<file path="src/rtl/traffic_phase_controller.sv">
`default_nettype none
// ============================================================================
// Module   : traffic_phase_controller
// Purpose  : Four-way signal phase sequencer. Rotates service among the
//            north/east/south/west roads, announces the served road on
//            next_road, sizes each green interval from that road's sensor
//            average, skips roads with an empty queue, and drives one-hot
//            green/yellow lamps.
// Ports    : clk        - single clock, rising edge
//            reset      - synchronous, active-low reset
//            hold       - freezes the green countdown while high in GREEN
//            avg_north/east/south/west [7:0] - sensor averages, unsigned
//            next_road  [1:0] - served road (0=N, 1=E, 2=S, 3=W), registered
//            green      [3:0] - one-hot green lamp, bit index = road code
//            yellow     [3:0] - one-hot yellow lamp, bit index = road code
//            phase      [1:0] - 0=LOAD, 1=GREEN, 2=YELLOW, 3=ALL_RED
// Revision : 1.0 - initial release
// ============================================================================
module traffic_phase_controller #(
  parameter int MIN_GREEN   = 10,
  parameter int MAX_GREEN   = 60,
  parameter int SCALE_SHIFT = 1,
  parameter int YELLOW_TIME = 3,
  parameter int RED_TIME    = 2
) (
  input  logic       clk,
  input  logic       reset,
  input  logic       hold,
  input  logic [7:0] avg_north,
  input  logic [7:0] avg_east,
  input  logic [7:0] avg_south,
  input  logic [7:0] avg_west,
  output logic [1:0] next_road,
  output logic [3:0] green,
  output logic [3:0] yellow,
  output logic [1:0] phase
);

  typedef enum logic [1:0] {
    ST_LOAD    = 2'd0,
    ST_GREEN   = 2'd1,
    ST_YELLOW  = 2'd2,
    ST_ALL_RED = 2'd3
  } state_t;

  localparam logic [16:0] c_MIN_GREEN   = 17'(MIN_GREEN);
  localparam logic [16:0] c_MAX_GREEN   = 17'(MAX_GREEN);
  localparam logic [15:0] c_YELLOW_TIME = 16'(YELLOW_TIME);
  localparam logic [15:0] c_RED_TIME    = 16'(RED_TIME);

  state_t      r_state, w_state_nxt;
  logic [15:0] r_cnt, w_cnt_nxt;
  logic [15:0] r_glen, w_glen_nxt;
  logic [1:0]  r_road, w_road_nxt;
  logic [3:0]  r_green, w_green_nxt;
  logic [3:0]  r_yellow, w_yellow_nxt;

  logic [7:0]  w_avg_cur;
  logic [16:0] w_sum;
  logic [15:0] w_g;
  logic [1:0]  w_c1, w_c2, w_c3;
  logic [7:0]  w_avg_c1, w_avg_c2, w_avg_c3;
  logic [1:0]  w_sel;

  function automatic logic [7:0] pick_avg(input logic [1:0] code,
                                          input logic [7:0] a0,
                                          input logic [7:0] a1,
                                          input logic [7:0] a2,
                                          input logic [7:0] a3);
    case (code)
      2'd0:    pick_avg = a0;
      2'd1:    pick_avg = a1;
      2'd2:    pick_avg = a2;
      default: pick_avg = a3;
    endcase
  endfunction

  // Green length: 17-bit sum so MIN_GREEN near 65535 plus a scaled average
  // cannot wrap before the clamp.
  assign w_avg_cur = pick_avg(r_road, avg_north, avg_east, avg_south, avg_west);
  assign w_sum     = c_MIN_GREEN + ({9'd0, w_avg_cur} >> SCALE_SHIFT);
  assign w_g       = (w_sum > c_MAX_GREEN) ? c_MAX_GREEN[15:0] : w_sum[15:0];

  // Next-road scan: candidates in rotation order, current road excluded, so
  // next_road always changes and every sensor sees an update edge.
  assign w_c1     = r_road + 2'd1;
  assign w_c2     = r_road + 2'd2;
  assign w_c3     = r_road + 2'd3;
  assign w_avg_c1 = pick_avg(w_c1, avg_north, avg_east, avg_south, avg_west);
  assign w_avg_c2 = pick_avg(w_c2, avg_north, avg_east, avg_south, avg_west);
  assign w_avg_c3 = pick_avg(w_c3, avg_north, avg_east, avg_south, avg_west);

  always_comb begin
    w_sel = w_c1;
    if (w_avg_c1 != 8'd0)      w_sel = w_c1;
    else if (w_avg_c2 != 8'd0) w_sel = w_c2;
    else if (w_avg_c3 != 8'd0) w_sel = w_c3;
  end

  always_comb begin
    w_state_nxt = r_state;
    w_cnt_nxt   = r_cnt;
    w_glen_nxt  = r_glen;
    w_road_nxt  = r_road;
    case (r_state)
      ST_LOAD: begin
        // One cycle here gives the sensor's avg time to settle after the
        // next_road change before it is sampled.
        w_glen_nxt  = w_g;
        w_cnt_nxt   = w_g;
        w_state_nxt = ST_GREEN;
      end
      ST_GREEN: begin
        if (!hold) begin
          if (r_cnt <= 16'd1) begin
            w_state_nxt = ST_YELLOW;
            w_cnt_nxt   = c_YELLOW_TIME;
          end else begin
            w_cnt_nxt = r_cnt - 16'd1;
          end
        end
      end
      ST_YELLOW: begin
        if (r_cnt <= 16'd1) begin
          w_state_nxt = ST_ALL_RED;
          w_cnt_nxt   = c_RED_TIME;
        end else begin
          w_cnt_nxt = r_cnt - 16'd1;
        end
      end
      ST_ALL_RED: begin
        if (r_cnt <= 16'd1) begin
          w_state_nxt = ST_LOAD;
          w_cnt_nxt   = 16'd0;
          w_road_nxt  = w_sel;
        end else begin
          w_cnt_nxt = r_cnt - 16'd1;
        end
      end
      default: w_state_nxt = ST_LOAD;
    endcase

    // Lamps are registered from the next state; the road never changes on
    // entry to GREEN or YELLOW, so r_road is the lit road.
    w_green_nxt  = 4'd0;
    w_yellow_nxt = 4'd0;
    if (w_state_nxt == ST_GREEN)  w_green_nxt  = 4'd1 << r_road;
    if (w_state_nxt == ST_YELLOW) w_yellow_nxt = 4'd1 << r_road;
  end

  always_ff @(posedge clk) begin
    if (!reset) begin
      r_state  <= ST_LOAD;
      r_cnt    <= 16'd0;
      r_glen   <= 16'd0;
      r_road   <= 2'd0;
      r_green  <= 4'd0;
      r_yellow <= 4'd0;
    end else begin
      r_state  <= w_state_nxt;
      r_cnt    <= w_cnt_nxt;
      r_glen   <= w_glen_nxt;
      r_road   <= w_road_nxt;
      r_green  <= w_green_nxt;
      r_yellow <= w_yellow_nxt;
    end
  end

  assign next_road = r_road;
  assign green     = r_green;
  assign yellow    = r_yellow;
  assign phase     = r_state;

endmodule
`default_nettype wire

</file>
<file path="config.mk">
export PLATFORM = sky130hd
export DESIGN_NAME = traffic_phase_controller
export DESIGN_NICKNAME = d
export VERILOG_FILES = /design/src/rtl/traffic_phase_controller.sv
export SDC_FILE = /design/constraint.sdc
export NUM_CORES = 1
export LEC_CHECK = 0
export ABC_AREA = 1
export BUFFER_PORTS_ARGS = -buffer_cell sky130_fd_sc_hd__buf_2
export CAP_MARGIN = 20
export CELL_PAD_IN_SITES_DETAIL_PLACEMENT = 1
export CELL_PAD_IN_SITES_GLOBAL_PLACEMENT = 1
export CORE_MARGIN = 2
export CORE_UTILIZATION = 35
export CTS_BUF_LIST = sky130_fd_sc_hd__clkbuf_8
export CTS_CLUSTER_DIAMETER = 150
export DETAILED_ROUTE_END_ITERATION = 8
export PLACE_DENSITY = 0.83
export SYNTH_ARGS = -nofsm -noshare
export SYNTH_HDL_FRONTEND = slang
export SYNTH_SLANG_ARGS = --single-unit
</file>
<file path="constraint.sdc">
create_clock -name clk -period 2.05 [get_ports clk]
set_input_delay 0.3075 -clock clk [delete_from_list [all_inputs] [get_ports clk]]
set_output_delay 0.3075 -clock clk [all_outputs]
set_load 0.005 [all_outputs]
</file>
### After elaboration in Yosys (flattened, before gate mapping)

Cells that the tools add are included.

* shifts and indexed selects: 1
* equal/unequal tests: 14
* multiplexer cells: 18
* reduce and logical (&&, ||, !) cells: 11
* order comparisons: 2
* add/subtract/negate cells: 5

Operators with widths (count)
* one-hot mux 8 bit (3 select lines): 4
* 2-to-1 mux 16 bit: 4
* one-hot mux 16 bit (4 select lines): 1
* nonzero test 8 bit: 3
* <= comparator 16 x 1 -> 1 bit (second input constant): 1
* subtractor 16 x 1 -> 16 bit (second input constant): 1
* == test 2 bit (second input constant): 7
* 2-to-1 mux 2 bit: 7
* == test 2 x 1 -> 1 bit (second input constant): 6
* zero test 2 bit: 5
* adder 4 x 7 -> 8 bit (first input constant): 1
* > comparator 8 x 6 -> 1 bit (second input constant): 1
* 2-to-1 mux 8 bit: 1
* one-hot mux 2 bit (4 select lines): 1
* AND reduction 2 bit: 3
* adder 2 bit (second input constant): 2
* << shifter 1 x 2 -> 4 bit (first input constant): 1
* adder 2 x 1 -> 2 bit (second input constant): 1
* inequality test 2 bit (second input constant): 1

* register bits: 28
* output and inout bits: 12
* logic and storage cells: 56

### Depth between registers and ports, before layout

* word-level depth: 7
* mapped depth: 17
* gate-level depth less buffers: 16

### Worst setup path before layout

OpenSTA, ideal clock, no wires.

* kind: flip-flop to flip-flop
* start point: register r_road[0], in the netlist next_road[0]
* end point: register r_cnt[4]
* data arrival time: 2.044 ns
* cell stages (with the launch flop): 17
* library setup time: 0.119 ns
* clock period less this slack: 2.164 ns
* slack: -0.114 ns
* cells stage by stage: dfxtp_1 > inv_1 > ha_1 > buf_2 > nand2_1 > nand2_1 > nor2_1 > nor2_4 > ha_1 > inv_1 > nand3_1 > nor2_1 > nand3_1 > nand2_2 > nand2_1 > nand2_1 > a21oi_1

* cells in the longest elaborated chain, start to end: 6
* elaborated cells between the ends (all ways): 8

Ends and longest elaborated chain
* from (decl): line 54 `logic [1:0] r_road, w_road_nxt;`
* from (signal assigned): line 163 `r_road <= w_road_nxt;`
* == test 2 bit, or another cell as far along: line 70 `case (code)`
* one-hot mux 8 bit (3 select lines) (*): line 70
* adder 4 x 7 -> 8 bit (*): line 81 `assign w_sum = c_MIN_GREEN + ({9'd0, w_avg_cur} >> SCALE_SHIFT);`
* > comparator 8 x 6 -> 1 bit: line 82 `assign w_g = (w_sum > c_MAX_GREEN) ? c_MAX_GREEN[15:0] : w_sum[15:0];`
* 2-to-1 mux 8 bit (*): line 82
* one-hot mux 16 bit (4 select lines) (*): line 105 `case (r_state)`
* to (signal assigned): line 161 `r_cnt <= w_cnt_nxt;`
* to (decl): line 52 `logic [15:0] r_cnt, w_cnt_nxt;`

Mark *: on every way between the ends. The rest lies on a longest branch, timed or not.
A chain may end at the register's enable or synchronous reset.

### Worst setup path in the final report

* start point: register r_road[0], in the netlist next_road[0]
* end point: register r_cnt[2]

Same word-level chain as after synthesis.

==> flow_summary_export.csv <==
group,metric,value,unit
clock_tree,clk_path_buf_depth,2,
sta,relSlewSlack,76.79,%
hold_path,hold_path_end,"next_road[0]",
final_layout,area_delta_synth_final,24.20,%
floorplan,core-area,5991,µm²
placement,dp.final_hpwl,5500,µm
route,drtIter0Drc,121,
hold_path,hold_path_class,"in -> reg",
synthesis,syn_nets,396,
final_layout,drive_above_1_share,28.40,%
floorplan,num_rows,28,
sta,fin_worst_skew,0.003258,ns
placement,port_buffers,46,
floorplan,die_area,6927,µm²
grt,grt_max_degree,17,
setup_path,cp_common_cell,"nand2_1",
route,drtAntennaViolNets,0,
grt,grtUsageTotal,20.02,%
floorplan,pin_count,47,
placement,placed_cell_area,2564,µm²
sta,tightest_slew,0.3469,ns
setup_path,crit-reg2reg-launch,"next_road[0]",
sta,hold_viol,0,
sta,setup_viol,0,
final_layout,nFillCells,822,
floorplan,initial_core_util,36.68,%
setup_path,crit_fanout,6,
synthesis,ys_ff_latch,28,
grt,grt_overflow,0,
synthesis,synthFlopType,"dfxtp_1",
grt,grt_pass1_vias,2561,
final_layout,layout.nets,452,
sta,whs,0.3518,ns
setup_path,crit_buf_inv,2,
clock_tree,clk_pin_slew,0.10,ns
clock_tree,clk_latency,0.28,ns
grt,antenna_found_initial,0,
setup_path,crit_arrival,2.10,ns
synthesis,synth_enable_flop_cells,0,
final_layout,finish.utilization,45.55,%
synthesis,async_reset_ff_share,0,%
clock_tree,cts_sinks,28,
setup_path,critPathMaxStageDelay,0.38,ns
route,vias_per_cell,5.015,
hold_path,holdCritStartpoint,"reset",
sta,final_max_slew_viol_count,0,
placement,place_congestion,0.8577,
setup_path,path_cells,"buf_4, ha_4, nand2_1, nand2_1, nor2_2, nor2_4, ha_4, inv_2, nand3_4, nor2_1, nand3_1, nand2_2, nand2_1, nand2_1, a21oi_1",
hold_path,min_path_cells,3,
setup_path,worst-setup-path-type,"reg -> reg",
setup_path,cp_top_family,"simple AND/OR/NAND/NOR gates",
setup_path,worst_setup_path_start_kind,"register",
clock_tree,htreeDepth,1,
final_layout,final_cell_mix,"nand2_1, nor2_1, buf_2, inv_1, dfxtp_1",
floorplan,die_x,83.23,µm
synthesis,netlist_area,2197,µm²
synthesis,seq_area_frac_synth,25.51,%
sta,layout_setup_ws,0.1249,ns
clock_tree,hold_buffers,0,
setup_path,worstRegToRegCells,15,
synthesis,yosys.cell_types.count,35,
synthesis,synth.avg_cell_area,6.277,µm²
sta,min_period,1.925,ns
final_layout,diodes,0,
setup_path,crit_path_end_kind,"register",
synthesis,synthCells,350,
route,drc,0,
sta,period_share,93.91,%
grt,grt_pass1_wl,11540,µm
final_layout,layout_commonest_cell,"nand2_1",
clock_tree,cts_tree,"done",
floorplan,fp.dieH,83.23,µm
placement,preCtsSetupSlack,-0.06123,ns
flow_run,drv_cap,0,
clock_tree,cts_root_buf,"clkbuf_8",
setup_path,cp.required,2.23,ns
route,wirelength,6840,µm
synthesis,yosys_warnings,0,
sta,fmax,0.5195,GHz
route,drtPass1Iterations,4,
final_layout,fin_area,2729,µm²
setup_path,rr_endpoint,"r_cnt[2]",
pwr,vdd_drop_max,0.5097,mV
setup_path,crit_slowest_cell,"dfxtp_4",
pwr,powerDensity,873.9,nW/µm²
clock_tree,cts_buffers,3,
route,route.detailed.wl_per_inst,14.25,µm
setup_path,r2r_slack,0.12,ns
route,vias,2407,
pwr,power.leakage,0.001353,µW
outcome,status,"finished clean",
[per-layer routing]
| layer | wire length (µm) | vias to the layer above | GRT usage (%) |
|---|---|---|---|
| met2 | 3444 | 26 | 36.29 |
| met3 | 180 | 8 | 3.082 |
| met4 | 85 | 0 | 5.067 |
| met1 | 3129 | 1167 | 24.56 |
| li1 | - | 1206 | - |
| met5 | 0 | - | 0 |
[report_power, final]
group	switching [µW]	leakage (µW)	total (µW)	internal, µW
Combinational	732	0.00109	1180	449
Sequential	116	0.000230	754	639
Clock	187	0.0000357	449	262
[sequential cells by signal, summed over array words and instances, names as in the netlist]
name and flops:
phase 2, r_cnt 16, next_road 2, green 4, yellow 4
[worst max path at each step]
stage | startpoint | endpoint | slack, ns | cells past startpoint
CTS | next_road[1] | r_cnt[2] | 0.006 | 15
finish | next_road[0] | r_cnt[2] | 0.12 | 15
detailed placement | next_road[0] | r_cnt[2] | -0.06 | 15
floorplan | next_road[0] | r_cnt[4] | 0.01 | 16
global placement | next_road[0] | r_cnt[3] | 0.05 | 15
global route | next_road[0] | r_cnt[5] | -0.06 | 15
[Yosys cell counts, types with 2 or more instances]
cell | number | area share, %
nand2_1 | 96 | 16
o21ai_0 | 12 | 2.7
nand3_1 | 17 | 3.9
nand2_4 | 2 | 1.0
ha_1 | 11 | 6.3
nand2_2 | 8 | 2.3
nor2_4 | 5 | 2.6
nand4_1 | 7 | 2.0
nor2_1 | 73 | 12
a21oi_2 | 2 | 0.80
xor2_1 | 8 | 3.2
dfxtp_1 | 28 | 26
a21oi_1 | 12 | 2.7
inv_1 | 30 | 5.1
inv_2 | 4 | 0.68
xnor2_1 | 3 | 1.2
buf_2 | 3 | 0.68
buf_6 | 2 | 1.0
nor3_1 | 2 | 0.46
nor2_2 | 9 | 2.6
o21ai_1 | 2 | 0.46
[stage by stage]
step           total power, µW  instances  TNS, ns
3_3_place_gp              1857        475        0
5_1_grt                   2580        480  -0.3156
2_1_floorplan             1615        350        0
3_5_place_dp              1914        475  -0.3023
6_report                  2385        480        0
4_1_cts                   2376        479        0
[final cells by class]
| type | count | area (µm²) | area share (%) |
|---|---|---|---|
| repair buffers | 58 | 320.3 | 11.74 |
| clock inverters | 1 | 30.03 | 1.100 |
| multi-input cells | 280 | 1536 | 56.30 |
| inverters | 35 | 138.9 | 5.089 |
| clock buffers | 3 | 41.29 | 1.513 |
| flip-flops and latches | 28 | 568.0 | 20.82 |
| well taps | 75 | 93.84 | 3.439 |
[logic make-up (layout without fill, tap and decap cells)]
group | count (synthesis) | in the layout | synth area share [%]
xor+xnor | 11 | 11 | 4.385
fa+ha+maj | 11 | 11 | 6.264
compound gates | 32 | 32 | 8.771
flops | 28 | 28 | 25.51
buf+inv | 42 | 97 | 8.143
simple gates | 226 | 226 | 46.92
[worst reg2reg max path, cell delays in order (launching register included)]
cell	delay (ns)
dfxtp_4	0.38
buf_4	0.14
ha_4	0.16
nand2_1	0.06
nand2_1	0.06
nor2_2	0.13
nor2_4	0.07
ha_4	0.16
inv_2	0.06
nand3_4	0.07
nor2_1	0.12
nand3_1	0.09
nand2_2	0.13
nand2_1	0.07
nand2_1	0.06
a21oi_1	0.06
[timing repair]
action                     CTS  global route
setup endpoints to repair    6             6
pin swaps                    3             7
buffers inserted             0             1
gates resized for setup      6            16
No activity file was read; power rests on OpenSTA's default activity.
